--- config.mk ---
export PLATFORM = sky130hd
export DESIGN_NAME = cdb_arbiter
export DESIGN_NICKNAME = d
export VERILOG_FILES = /design/src/rtl/viola_pkg.sv /design/src/rtl/cdb_fifo2.sv /design/src/rtl/cdb_arbiter.sv
export SDC_FILE = /design/constraint.sdc
export NUM_CORES = 1
export LEC_CHECK = 0
export BUFFER_PORTS_ARGS = -buffer_cell sky130_fd_sc_hd__buf_2
export CORE_MARGIN = 4
export CORE_UTILIZATION = 30
export CTS_BUF_LIST = sky130_fd_sc_hd__clkbuf_8
export CTS_CLUSTER_DIAMETER = 30
export CTS_CLUSTER_SIZE = 24
export DETAILED_ROUTE_END_ITERATION = 8
export GPL_ROUTABILITY_DRIVEN = 0
export MAX_ROUTING_LAYER = met4
export PLACE_DENSITY = 0.5
export SKIP_LAST_GASP = 1
export SLEW_MARGIN = 0
export SYNTH_ARGS = -nofsm -noshare
export SYNTH_HDL_FRONTEND = slang
export SYNTH_SLANG_ARGS = --single-unit
--- constraint.sdc ---
create_clock -name clk -period 3.4 [get_ports clk]
set_clock_uncertainty 0.1 [all_clocks]
set_input_delay 0.17 -clock clk [delete_from_list [all_inputs] [get_ports clk]]
set_output_delay 0.17 -clock clk [all_outputs]
set_load 0.01 [all_outputs]
--- src/rtl/viola_pkg.sv ---
// rtl/viola_pkg.sv - shared ROB/CDB constants and the completion entry type
package viola_pkg;

    localparam int ROB_TAG_W = 3;
    localparam logic [ROB_TAG_W-1:0] ROB_NULL_TAG = '0;
    localparam int XLEN = 32;

    typedef struct packed {
        logic [ROB_TAG_W-1:0] tag;
        logic [XLEN-1:0]      value;
        logic                 is_branch;
    } cdb_entry_t;

endpackage

--- src/rtl/cdb_fifo2.sv ---
// rtl/cdb_fifo2.sv - 2-entry completion queue feeding one CDB requester slot
module cdb_fifo2
    import viola_pkg::*;
(
    input  logic       clk,
    input  logic       rst,
    input  logic       push,
    input  logic       pop,
    input  logic       flush,
    input  logic       pause,
    input  cdb_entry_t din,
    output logic       full,
    output logic       empty,
    output cdb_entry_t head
);

    cdb_entry_t mem [2];
    logic       rd_ptr;
    logic       wr_ptr;
    logic [1:0] count;
    logic       do_push;
    logic       do_pop;

    assign do_push = push && !flush && !pause && (count != 2'd2);
    assign do_pop  = pop && !flush && !pause && (count != 2'd0);

    always_ff @(posedge clk or negedge rst) begin
        if (!rst) begin
            rd_ptr <= 1'b0;
            wr_ptr <= 1'b0;
            count  <= 2'd0;
        end else if (flush) begin
            rd_ptr <= 1'b0;
            wr_ptr <= 1'b0;
            count  <= 2'd0;
        end else if (!pause) begin
            if (do_push) wr_ptr <= ~wr_ptr;
            if (do_pop)  rd_ptr <= ~rd_ptr;
            count <= count + {1'b0, do_push} - {1'b0, do_pop};
        end
    end

    // Storage needs no reset: head is only consumed while count is non-zero.
    always_ff @(posedge clk) begin
        if (do_push) mem[wr_ptr] <= din;
    end

    assign full  = (count == 2'd2);
    assign empty = (count == 2'd0);
    assign head  = mem[rd_ptr];

endmodule

--- src/rtl/cdb_arbiter.sv ---
// rtl/cdb_arbiter.sv - round-robin sharing of the result broadcast bus between units
module cdb_arbiter
    import viola_pkg::*;
#(
    parameter int NUM_REQ = 3,
    parameter int TAG_W   = ROB_TAG_W,
    parameter int DATA_W  = XLEN,
    localparam int SRC_W  = $clog2(NUM_REQ)
) (
    input  logic                      clk,
    input  logic                      rst,
    input  logic                      pause,
    input  logic                      flush,
    input  logic [NUM_REQ-1:0]        req_valid,
    output logic [NUM_REQ-1:0]        req_ready,
    input  logic [NUM_REQ*TAG_W-1:0]  req_tag,
    input  logic [NUM_REQ*DATA_W-1:0] req_value,
    input  logic [NUM_REQ-1:0]        req_is_branch,
    output logic                      cdb_valid,
    output logic [TAG_W-1:0]          cdb_tag,
    output logic [DATA_W-1:0]         cdb_value,
    output logic                      cdb_is_branch,
    output logic [SRC_W-1:0]          cdb_src
);

    logic [NUM_REQ-1:0] full;
    logic [NUM_REQ-1:0] empty;
    logic [NUM_REQ-1:0] push;
    logic [NUM_REQ-1:0] pop;
    cdb_entry_t         din  [NUM_REQ];
    cdb_entry_t         head [NUM_REQ];
    logic [SRC_W-1:0]   last_grant;
    logic [SRC_W-1:0]   win;
    logic               found;
    logic               advance;

    assign advance   = !pause && !flush;
    assign req_ready = ~full & {NUM_REQ{advance}};

    for (genvar g = 0; g < NUM_REQ; g++) begin : g_q
        assign din[g] = '{tag:       req_tag[g*TAG_W +: TAG_W],
                          value:     req_value[g*DATA_W +: DATA_W],
                          is_branch: req_is_branch[g]};
        // Null-tag pushes complete the handshake but are never stored.
        assign push[g] = req_valid[g] && req_ready[g]
                         && (req_tag[g*TAG_W +: TAG_W] != ROB_NULL_TAG);
        assign pop[g]  = found && (win == SRC_W'(g)) && advance;

        cdb_fifo2 u_fifo (
            .clk   (clk),
            .rst   (rst),
            .push  (push[g]),
            .pop   (pop[g]),
            .flush (flush),
            .pause (pause),
            .din   (din[g]),
            .full  (full[g]),
            .empty (empty[g]),
            .head  (head[g])
        );
    end

    always_comb begin
        int idx;
        idx   = 0;
        found = 1'b0;
        win   = '0;
        for (int k = 1; k <= NUM_REQ; k++) begin
            idx = (int'(last_grant) + k) % NUM_REQ;
            if (!found && !empty[idx]) begin
                found = 1'b1;
                win   = SRC_W'(idx);
            end
        end
    end

    always_ff @(posedge clk or negedge rst) begin
        if (!rst) begin
            cdb_valid     <= 1'b0;
            cdb_tag       <= '0;
            cdb_value     <= '0;
            cdb_is_branch <= 1'b0;
            cdb_src       <= '0;
            last_grant    <= SRC_W'(NUM_REQ - 1);
        end else if (flush) begin
            cdb_valid <= 1'b0;
            cdb_tag   <= '0;
        end else if (!pause) begin
            if (found) begin
                cdb_valid     <= 1'b1;
                cdb_tag       <= head[win].tag;
                cdb_value     <= head[win].value;
                cdb_is_branch <= head[win].is_branch;
                cdb_src       <= win;
                last_grant    <= win;
            end else begin
                cdb_valid <= 1'b0;
                cdb_tag   <= '0;
            end
        end
    end

endmodule
== Word level (Yosys, flattened, before mapping) ==
Memory sizes are Yosys's and may differ from the RTL's.
Cells that the tools add are included.
Word-level totals
  register bits: 53
  latch bits: 0
  RAM bits: 216
  ROM bits: 0
  input port bits: 115
  output and inout bits: 42
  logic and storage cells: 169
  memories kept: 3
Cells by class
  add/subtract/negate cells: 9
  multiply operators: 0
  divide/modulo/power cells: 3
  $lt $le $gt $ge: 4
  equal/unequal tests: 9
  shifts and indexed selects: 0
  multiplexer cells: 54
  bitwise logic cells: 11
  reductions and logical operators: 61
Memory list
  g_q[0].u_fifo.mem: words 2, width 36, read ports 1, clocked after Yosys merged registers in 0, write ports 1, line cdb_fifo2.sv:17  | cdb_entry_t mem [2];
  g_q[1].u_fifo.mem: words 2, width 36, read ports 1, clocked after Yosys merged registers in 0, write ports 1, line cdb_fifo2.sv:17
  g_q[2].u_fifo.mem: words 2, width 36, read ports 1, clocked after Yosys merged registers in 0, write ports 1, line cdb_fifo2.sv:17
Operators by type and width (count)
  $lt A32 B4 Y1 const B: 3
  $mod A32 B3 Y32 const B: 3
  $bmux W36 S2: 1
  $mux W36: 2
  $mux W1: 36
  $logic_and A1 B1 Y1: 33
  $mux W2: 9
  $reduce_bool A2 Y1: 9
  $reduce_and A2 Y1: 6
  $mux W3: 3
  $reduce_bool A3 Y1: 3
  $eq A2 B2 Y1 const B: 4
  $logic_not A2 Y1: 4
  $not A1 Y1: 8
  $add A2 B1 Y2: 3
  $add A2 B2 Y3 const B: 2
  $bmux W1 S2: 3
  $ne A2 B2 Y1 const B: 3
  $sub A2 B1 Y2: 3
  $logic_not A1 Y1: 5
  $add A2 B1 Y3 const B: 1
  $and A3 B3 Y3: 1
  $ge A3 B3 Y1 const B: 1
  $not A2 Y3: 1
  4 further kinds: 4

== Logic depth before layout (Yosys ltp) ==
Gate-level depths: netlist of run 1.
  depth after elaboration: 20
  mapped depth: 16
  depth with buffers taken out: 13

== Cells and area by module ==
Synthesis of run 1 repeated with hierarchy kept, for this count alone.
Unflattened totals
  cells, all modules: 702
  area total of the unflattened synthesis: 11257.0 um^2
By module, submodules not included
  cdb_fifo2 at g_q[1].u_fifo ...: times used 2, cells each 142, area each 2845.2 um^2, sequential area each 2262.2 um^2
  cdb_fifo2 at g_q[0].u_fifo: times used 1, cells each 142, area each 2850.2 um^2, sequential area each 2262.2 um^2
  cdb_arbiter: times used 1, cells each 276, area each 2716.4 um^2, sequential area each 1002.2 um^2

== Least setup slack after synthesis of run 1 ==
Ideal clock, no wire load.
  path type: register to register
  start point: reg last_grant[1]
  end point: reg g_q[1].u_fifo.count[1]
  arrival: 3.331 ns
  required time: 3.222 ns
  slack: -0.109 ns
  stages on the path, launching flop included: 16
  path buffers: 3
  period minus slack after synthesis: 3.509 ns
  cell sequence: dfstp_2 > ha_1 > buf_6 > nor4b_4 > a311oi_4 > nor3_4 > mux2i_1 > buf_6 > buf_12 > nor3_2 > ha_1 > inv_1 > ha_1 > xnor2_1 > or3_2 > a21oi_1
On the way
  word-level cells in the longest chain between the ends: 20
  elaborated cells between the ends (all ways): 35
  those cells by class: add/sub: 4; div: 3; eq/ne: 1; mux: 17; reduce/logical: 10
Ends and longest elaborated chain
  from (decl): line cdb_arbiter.sv:32  | logic [SRC_W-1:0] last_grant;
  from (signal assigned): line cdb_arbiter.sv:84  | last_grant <= SRC_W'(NUM_REQ - 1);
  from (signal assigned): line cdb_arbiter.sv:95  | last_grant <= win;
  $add A2 B2 Y3: line cdb_arbiter.sv:69  | idx = (int'(last_grant) + k) % NUM_REQ;
  $mod A32 B3 Y32: line cdb_arbiter.sv:69
  $bmux W1 S2: line cdb_arbiter.sv:70  | if (!found && !empty[idx]) begin
  $mux W1 (not written as such) (2 in a row): line cdb_arbiter.sv:70
  $logic_not A1 Y1: line cdb_arbiter.sv:70
  $logic_and A1 B1 Y1: line cdb_arbiter.sv:70
  $mux W1: line cdb_arbiter.sv:70
  $logic_not A1 Y1: line cdb_arbiter.sv:70
  $logic_and A1 B1 Y1: line cdb_arbiter.sv:70
  $mux W2: line cdb_arbiter.sv:70
  $eq A2 B1 Y1: line cdb_arbiter.sv:47  | assign pop[g] = found && (win == SRC_W'(g)) && advance;
  $logic_and A1 B1 Y1 (*) (2 in a row): line cdb_arbiter.sv:47
  $logic_and A1 B1 Y1 (*) (3 in a row): line cdb_fifo2.sv:25  | assign do_pop = pop && !flush && !pause && (count != 2'd0);
  $sub A2 B1 Y2 (*): line cdb_fifo2.sv:39  | count <= count + {1'b0, do_push} - {1'b0, do_pop};
  $mux W2 (*): line cdb_fifo2.sv:36  | end else if (!pause) begin
  $mux W2 (*): line cdb_fifo2.sv:32  | end else if (flush) begin
  to (signal assigned): line cdb_fifo2.sv:39
  to (decl): line cdb_fifo2.sv:20  | logic [1:0] count;
Every way passes the cells marked *; elsewhere a longest branch is shown, timed or not. The select of a mux whose other input is x is not followed.
A chain may end at the register's enable or synchronous reset.

== Worst setup path in the final report of run 1 ==
  start point: reg last_grant[1]
  end point: reg g_q[2].u_fifo.count[1]
On the way
  word-level cells in the longest chain between the ends: 20
  elaborated cells between the ends (all ways): 35
  those cells by class: add/sub: 4; div: 3; eq/ne: 1; mux: 17; reduce/logical: 10
Ends and longest elaborated chain (line)
  $add A2 B2 Y3: cdb_arbiter.sv:69
  $mod A32 B3 Y32: cdb_arbiter.sv:69
  $bmux W1 S2: cdb_arbiter.sv:70
  $mux W1 (not written as such) (2 in a row): cdb_arbiter.sv:70
  $logic_not A1 Y1: cdb_arbiter.sv:70
  $logic_and A1 B1 Y1: cdb_arbiter.sv:70
  $mux W1: cdb_arbiter.sv:70
  $logic_not A1 Y1: cdb_arbiter.sv:70
  $logic_and A1 B1 Y1: cdb_arbiter.sv:70
  $mux W2: cdb_arbiter.sv:70
  $eq A2 B2 Y1: cdb_arbiter.sv:47
  $logic_and A1 B1 Y1 (*) (2 in a row): cdb_arbiter.sv:47
  $logic_and A1 B1 Y1 (*) (3 in a row): cdb_fifo2.sv:25
  $sub A2 B1 Y2 (*): cdb_fifo2.sv:39
  $mux W2 (*): cdb_fifo2.sv:36
  $mux W2 (*): cdb_fifo2.sv:32
  to (signal assigned): cdb_fifo2.sv:39
  to (decl): cdb_fifo2.sv:20
Marked as above.

==> results of run 1 <==
metal layers:
metal,share of wire,vias to the layer above,GRT usage
met2,0.48,198,0.244
met4,0.020,0,0.0541
met1,0.45,3386,0.197
met3,0.052,42,0.0378
met5,0,-,-
li1,-,3199,-
worst max-delay path, cell delays in order (launching register included):
cell and delay, ns:
dfstp_2 0.55, ha_2 0.34, buf_4 0.19, o31ai_4 0.43
nor3_4 0.13, a2111o_2 0.50, inv_2 0.05, ha_1 0.21
inv_1 0.06, ha_1 0.15, xnor2_1 0.07, or3_1 0.31
a21oi_1 0.14
cell usage in the layout, fill, tap and decap left out, types with 4 or more instances in the layout:
master and count:
o31a_1 4, a221o_1 33, clkinvlp_4 9, nand2_1 10, nor2_1 36, edfxtp_1 216
dlygate4sd3_1 115, o21ai_0 4, nor2_2 7, buf_2 156, buf_4 18, dfrtp_1 48
clkinv_4 4, clkbuf_8 74, ha_1 7, a21oi_1 14, buf_12 6, bufinv_16 17
inv_1 12, clkinv_1 6, clkinv_2 7, mux2i_1 143
worst min path at each step:
stage / startpoint / to / slack [ns] / cells past startpoint
2_1_floorplan: rst / cdb_is_branch / -0.23 / 0
3_3_place_gp: rst / cdb_value[7] / 0.02 / 1
3_5_place_dp: rst / cdb_value[7] / 0.02 / 1
4_1_cts: rst / cdb_value[19] / 0.09 / 3
5_1_grt: rst / cdb_value[16] / 0.15 / 3
6_report: rst / cdb_value[19] / 0.14 / 3
flip-flops by register name, summed over array words and instances (netlist names):
name,flops
g_q.u_fifo.rd_ptr,3
cdb_value,32
g_q.u_fifo.count,6
cdb_src,2
cdb_tag,3
cdb_is_branch,1
cdb_valid,1
last_grant,1
g_q.u_fifo.mem,216
g_q.u_fifo.wr_ptr,3
synth_stat cells (2+ instances only):
cell type	instances
edfxtp_1	216
mux2i_1	144
dfrtp_1	51
nor2_1	36
a221o_1	33
a21oi_1	16
clkbuf_1	12
ha_1	10
inv_1	10
nand2_1	10
nor2_2	7
buf_6	6
o21ai_0	5
and2_1	4
nor2b_1	4
o31a_1	4
a32oi_1	3
buf_12	3
buf_2	3
buf_4	3
clkbuf_8	3
dlygate4sd3_1	3
mux2_4	3
nand2b_1	3
o2111ai_1	3
o21bai_1	3
o311a_1	3
or3_1	3
xnor2_1	3
buf_8	2
nor3_1	2
nor3_2	2
o31ai_2	2
o31ai_4	2
kinds of logic after synthesis:
| group | after synthesis | synth area share |
|---|---|---|
| simple gates | 80 | 0.0404 |
| buf+inv | 47 | 0.0324 |
| xor+xnor | 4 | 0.00319 |
| fa+ha+maj | 10 | 0.0114 |
| flops | 268 | 0.708 |
| mux | 147 | 0.135 |
| compound gates | 85 | 0.0690 |
what timing repair did:
item	4_1_cts	5_1_grt
buffers inserted	0	1
hold buffers	115	0
endpoints found under the setup margin	0	3
gates resized for setup	0	4
hold endpoints to repair	278	0
final cells by class:
class                           count  share of cell area
Clock inverter                     48              0.0458
Antenna cell                        3            0.000492
Timing Repair Buffer              295               0.143
Inverter                           11             0.00271
Sequential cell                   268               0.511
Tap cell                          461              0.0378
Multi-Input combinational cell    326               0.193
Clock buffer                       74              0.0667
stage by stage:
| stage | instances | TNS [ns] | utilization | total power [uW] | cell area (um2) |
|---|---|---|---|---|---|
| floorplan | 641 | -0.000329 | - | 6220 | 11000 |
| global placement | 1245 | 0 | 0.345 | 7020 | 12400 |
| detailed placement | 1245 | 0 | 0.345 | 7040 | 12400 |
| CTS | 1482 | 0 | 0.425 | 12200 | 15200 |
| global route | 1486 | -0.0558 | 0.426 | 12600 | 15300 |
| finish | 1486 | 0 | 0.426 | 12000 | 15300 |
power groups by stage:
stage | registers, uW | logic (uW) | clock network [uW]
2_1_floorplan | 4150 | 2070 | 0
6_report | 4100 | 2970 | 4960
3_5_place_dp | 4160 | 2890 | 0
4_1_cts | 4100 | 3000 | 5080
5_1_grt | 4130 | 3220 | 5270
3_3_place_gp | 4170 | 2850 | 0
==> impl_results.md, run 1 <==
- End of the critical path: g_q[2].u_fifo.count[1]
- DP HPWL: 17500 um
- Post-route ant nets: 0
- Slew @ Worst Pin: 0.831 ns
- Starting density of the core: 0.307
- H-tree level count: 3
- Main synth FF type: edfxtp_1
- Max-slew violations: 0
- Final Critical Period: 3.30 ns
- Worst Path Arrival: 3.70 ns
- Vias: 6825
- I/O Pins: 157
- Pin count of the biggest net entering global routing: 37
- Pre-antenna DRT Iters: 4
- Layout area overhead: 38.8%
- Starting DRT DRC Count: 258
- Sw power: 3480 uW
- Crit path capture type: register
- Final setup viols: 0
- Clk_lat worst skew: 0.59 ns
- Yosys reg bits: 268
- Register area: 7790 um2
- Final period util: 0.969
- Async SR Flop Fraction: 0.194
- Share of cells above drive strength 1: 0.331
- Fmax: 303 MHz
- Syn Area/Cell: 17.2 um2
- Port-buffer cells: 156
- Share of Yosys cell area claimed by the top area cell type: 0.590
- Synth unique cells: 58
- # clock sinks: 268
- Routed Wire Length: 29500 um
- Switching power share of the total: 0.290
- Main area contributors after synthesis: edfxtp_1 (59%), mux2i_1 (13%), dfrtp_1 (12%), a221o_1 (3.0%), nor2_1 (1.2%)
- P_int: 8550 uW
- Worst slack, placed: 0.0550 ns
- RSZ-0062 raised after global routing: yes
- Synth Instances: 641
- Crit start category: register
- Vias per cell: 4.59
- Area occupied by multi-input gates: 2940 um2
- Pleak: 0.00580 uW
- First-pass GRT wire length: 44500 um
- Max FO, Critical Path: 7
- Worst setup margin: 0.104 ns
- Layout net count: 1093
- Reg2Reg Capture Point: g_q[2].u_fifo.count[1]
- Final Hold Viols: 0
- FF-to-FF path depth: 12
- Sequential Power Share: 0.341
- DRC: 0
- Die span in x: 199 um
- Fillers: 3256
- Top cell type by total area after synthesis: edfxtp_1
- Post-synth EDFFs: 216
- Max Cap Violations: 0
- Overflow after GRT: 0
- CTS Buffer Depth: 3
- Final hold slack: 0.140 ns
- Die Span Y: 199 um
- Site Rows: 69
- Reg2reg start: last_grant[1]
- Clock share of power: 0.412
- Combinational Power Share: 0.247
- CTS buffer count: 66
- Cell area after synthesis: 11000 um2
- Syn nets: 766
- Sequential fraction of the synthesis area: 0.708
- GR Util All Layers: 0.155
- R2R setup slack: 0.10 ns
- Vias in the first global route: 7481
- CP startpoint: last_grant[1]
- Outcome: finished, final reports clean
- Core area: 35800 um2
- Root buffer cell: clkbuf_8
- Die area: 39800 um2
- HP Class: in -> async
- Yosys warnings: 0
- Pwr Density: 788 nW/um2
- CTS tree: built
- Critical path class: reg -> reg
- Max-slew headroom: 0.446
- Critical Path RT: 3.80 ns
- Peak VDD IR: 0.599 mV
- Initial antenna violation count: 3
- CTS clk-pin slew, worst paths: 0.06 ns
- DR WL/cell: 19.9 um
Power figures use the tool's default switching activity.
==> inputs of run 2 (changes only) <==
--- a/config.mk
+++ b/config.mk
@@ -14,7 +14,7 @@
 export DETAILED_ROUTE_END_ITERATION = 8
 export GPL_ROUTABILITY_DRIVEN = 0
 export MAX_ROUTING_LAYER = met4
-export PLACE_DENSITY = 0.5
+export PLACE_DENSITY = 0.48
 export SKIP_LAST_GASP = 1
 export SLEW_MARGIN = 0
 export SYNTH_ARGS = -nofsm -noshare
==> constraint.sdc (replaced) <==
create_clock -name clk -period 3.1 [get_ports clk]
set_clock_uncertainty 0.1 [all_clocks]
set_input_delay 0.155 -clock clk [delete_from_list [all_inputs] [get_ports clk]]
set_output_delay 0.155 -clock clk [all_outputs]
set_load 0.01 [all_outputs]
==> run 2 against run 1 <==
  * Hold slack got worse by 0.0093 ns
  * Via count up 2.8%
  * Total power up 7.2%
  * Combinational power up 31%
  * Die area did not move
  * Sequential share of layout area shrank 0.34 points
  * Critical endpoint unchanged
  * Global-route usage barely moved
  * Final area up 0.66%
  * Core utilization up 0.28 points
  * First-iteration DRC count increased by 0.39%
  * The run now ends with setup timing left
==> impl_results.md, run 2 (synthesized netlist as in run 1, its figures left out) <==
- Worst setup margin: -0.132 ns (-0.236 ns)
- Final setup viols: 3 (+3)
- Final Non-Filler Cells: 1514 (+1.9%)
- GR peak layer: met2
- Commonest non-fill, non-tap cell in the layout: edfxtp_1
- Vias per cell: 4.63 (+0.87%)
- # clock sinks: 268 (unchanged)
- Reg with most FFs: g_q.u_fifo.mem
- DR WL/cell: 19.9 um (+0.30%)
- Final Hold Viols: 0 (unchanged)
- Switching power share of the total: 0.312 (+0.0226)
- Peak VDD IR: 0.407 mV (-32%)
- Site Rows: 69 (unchanged)
- Most frequent cells in the layout: edfxtp_1 (216), buf_2 (155), mux2i_1 (143)
- Final Critical Period: 3.23 ns (-0.0640 ns)
- Combinational Power Share: 0.302 (+0.055)
- Post-route ant nets: 0 (unchanged)
- Layout area overhead: 39.7%
- CTS tree: built
- Die area: 39800 um2 (unchanged)
- CTS clk-pin slew, worst paths: 0.05 ns (about the same)
- Vias: 7014 (+2.8%)
- Layout net count: 1121 (+2.6%)
- Crit path capture type: register
- Reg2reg start: last_grant[1]
- Die span in x: 199 um (unchanged)
- Top Registers: g_q.u_fifo.mem: 216 flops, cdb_value: 32 flops, g_q.u_fifo.count: 6 flops
- Sw power: 4020 uW (+16%)
- RSZ-0062 raised after global routing: yes
- Fmax: 309 MHz (+2.0%)
- Starting density of the core: 0.307 (unchanged)
- Pwr Density: 839 nW/um2 (+6.5%)
- Routing usage on met1: 0.200 (+0.00279)
- Routing usage on met3: 0.0428 (+0.00506)
- Sequential Power Share: 0.348 (+0.007)
- Max reg flops: 216 (unchanged)
- HP Class: in -> async
- Worst Path Arrival: 3.64 ns (-0.06 ns)
- Critical path class: reg -> reg
- Initial antenna violation count: 1 (-2)
- First-pass GRT wire length: 44100 um (-0.90%)
- Final period util: 1.04 (+0.0732)
- Vias in the first global route: 7458 (-0.31%)
- DP HPWL: 17900 um (+2.1%)
- Die Span Y: 199 um (unchanged)
- Max-slew headroom: 0.425 (-0.0206)
- Port-buffer cells: 156 (unchanged)
- Starting DRT DRC Count: 259 (+0.39%)
- Routed Wire Length: 30200 um (+2.2%)
- Total Power: 12900 uW (+7.2%)
- Fillers: 3255 (-0.031%)
- Slew @ Worst Pin: 0.862 ns (+0.0308 ns)
- Outcome: complete, but fails checks
- CTS Buffer Depth: 3 (unchanged)
- Overflow after GRT: 0 (unchanged)
- R2R setup slack: -0.13 ns (-0.24 ns)
- Critical Path RT: 3.51 ns (-0.29 ns)
- Failing checks: setup timing
- Max Cap Violations: 0 (unchanged)
- Worst slack, placed: -0.186 ns (-0.241 ns)
- Root buffer cell: clkbuf_8
- Crit start category: register
- Crit-path cells: inv_2 > ha_4 > buf_6 > or3b_4 > a2111oi_4 > o22a_1 > buf_4 > a2111o_2 > inv_2 > ha_4 > inv_2 > ha_4 > xnor2_2 > or3_1 > a21oi_2
- P_int: 8870 uW (+3.8%)
- Largest stage delay, worst path: 0.39 ns (-0.16 ns)
- H-tree level count: 3 (unchanged)
- Cells after DPL: 1264 (+1.5%)
- Pre-antenna DRT Iters: 5 (+1)
- Clock share of power: 0.350 (-0.062)
- GR Util All Layers: 0.155 (-0.000311)
- Pleak: 0.00589 uW (+1.5%)
- Share of cells above drive strength 1: 0.355 (+0.0238)
- DRC: 0 (unchanged)
- Pin count of the biggest net entering global routing: 53 (+43%)
- CTS buffer count: 68 (+3.0%)
- Clk_lat worst skew: 0.59 ns (about the same)
- Worst path slowest cell: dfstp_2
- Max FO, Critical Path: 6 (-1)
- Core area: 35800 um2 (unchanged)
- FF-to-FF path depth: 15 (+3)
- I/O Pins: 157 (unchanged)
- GR Util met2: 0.236 (-0.00854)
- Max-slew violations: 0 (unchanged)
- Reg2Reg Capture Point: g_q[2].u_fifo.count[1]
-- run 2: cell types whose count changed in the layout (fill, tap and decap cells not counted), moves of 5 or more --
| cell | change |
|---|---|
| buf_4 | +20 |
| clkinv_2 | +13 |
| bufinv_16 | -10 |
| inv_1 | +6 |
| buf_6 | +5 |
-- run 2: critical path: cells and delay by family, from the launching register on --
kind,cells,cell delay [ns]
compound gates,4,0.83
fa+ha+maj,3,0.59
buf+inv,5,0.41
flops,1,0.39
xor+xnor,1,0.12
simple gates,2,0.72
-- run 2: metal layers --
metal,wire length (um),vias up
li1,-,3253
met1,13700,3478
met2,14100,220
met3,1570,63
met4,719,0
met5,0,-
-- run 2: per-stage QoR --
| stage | cell area [um2] | setup TNS [ns] | util | hold WS (ns) |
|---|---|---|---|---|
| after detailed placement | 12600 | -0.419 | 0.350 | 0.234 |
| after floorplan | 11100 | -0.627 | - | -0.241 |
| final | 15400 | -0.295 | 0.429 | 0.131 |
| after global placement | 12600 | -0.224 | 0.350 | 0.237 |
| after global routing | 15400 | -0.769 | 0.429 | 0.126 |
| after CTS | 15300 | -0.296 | 0.426 | 0.112 |
-- run 2: worst max path at each step --
stage	end	cells past startpoint	slack, ns	start
2_1_floorplan	g_q[1].u_fifo.count[1]	16	-0.29	last_grant[1]
3_3_place_gp	g_q[1].u_fifo.count[1]	14	-0.10	last_grant[1]
3_5_place_dp	g_q[1].u_fifo.count[1]	13	-0.19	last_grant[1]
4_1_cts	g_q[1].u_fifo.count[1]	14	-0.12	last_grant[1]
5_1_grt	g_q[0].u_fifo.count[1]	14	-0.23	last_grant[1]
6_report	g_q[2].u_fifo.count[1]	15	-0.13	last_grant[1]
-- run 2: area by class of cell --
cell class | count | area, um2 | share of cell area
antenna | 1 | 2.50 | 0.000163
clock buffer | 70 | 963 | 0.0627
clock inverter | 56 | 480 | 0.0313
inverter | 11 | 41.3 | 0.00269
multi-input combinational | 326 | 3050 | 0.199
sequential | 268 | 7790 | 0.507
tap | 461 | 577 | 0.0375
timing repair buffer | 321 | 2450 | 0.160
-- run 2: repair_timing --
action | 4_1_cts | 5_1_grt
hold buffers | 114 | 0
cloned | 0 | 1
pin swaps | 12 | 6
resized for setup | 20 | 9
hold endpoints to repair | 278 | 0
setup endpoints to repair | 8 | 40
setup buffers | 6 | 2
-- run 2: power by group through the flow --
stage | Sequential (uW) | Combinational [uW] | Clock [uW]
CTS | 4480 | 3750 | 4660
detailed placement | 4530 | 3450 | 0
finish | 4480 | 3890 | 4510
floorplan | 4560 | 2260 | 0
global placement | 4540 | 3410 | 0
global route | 4510 | 4200 | 4870
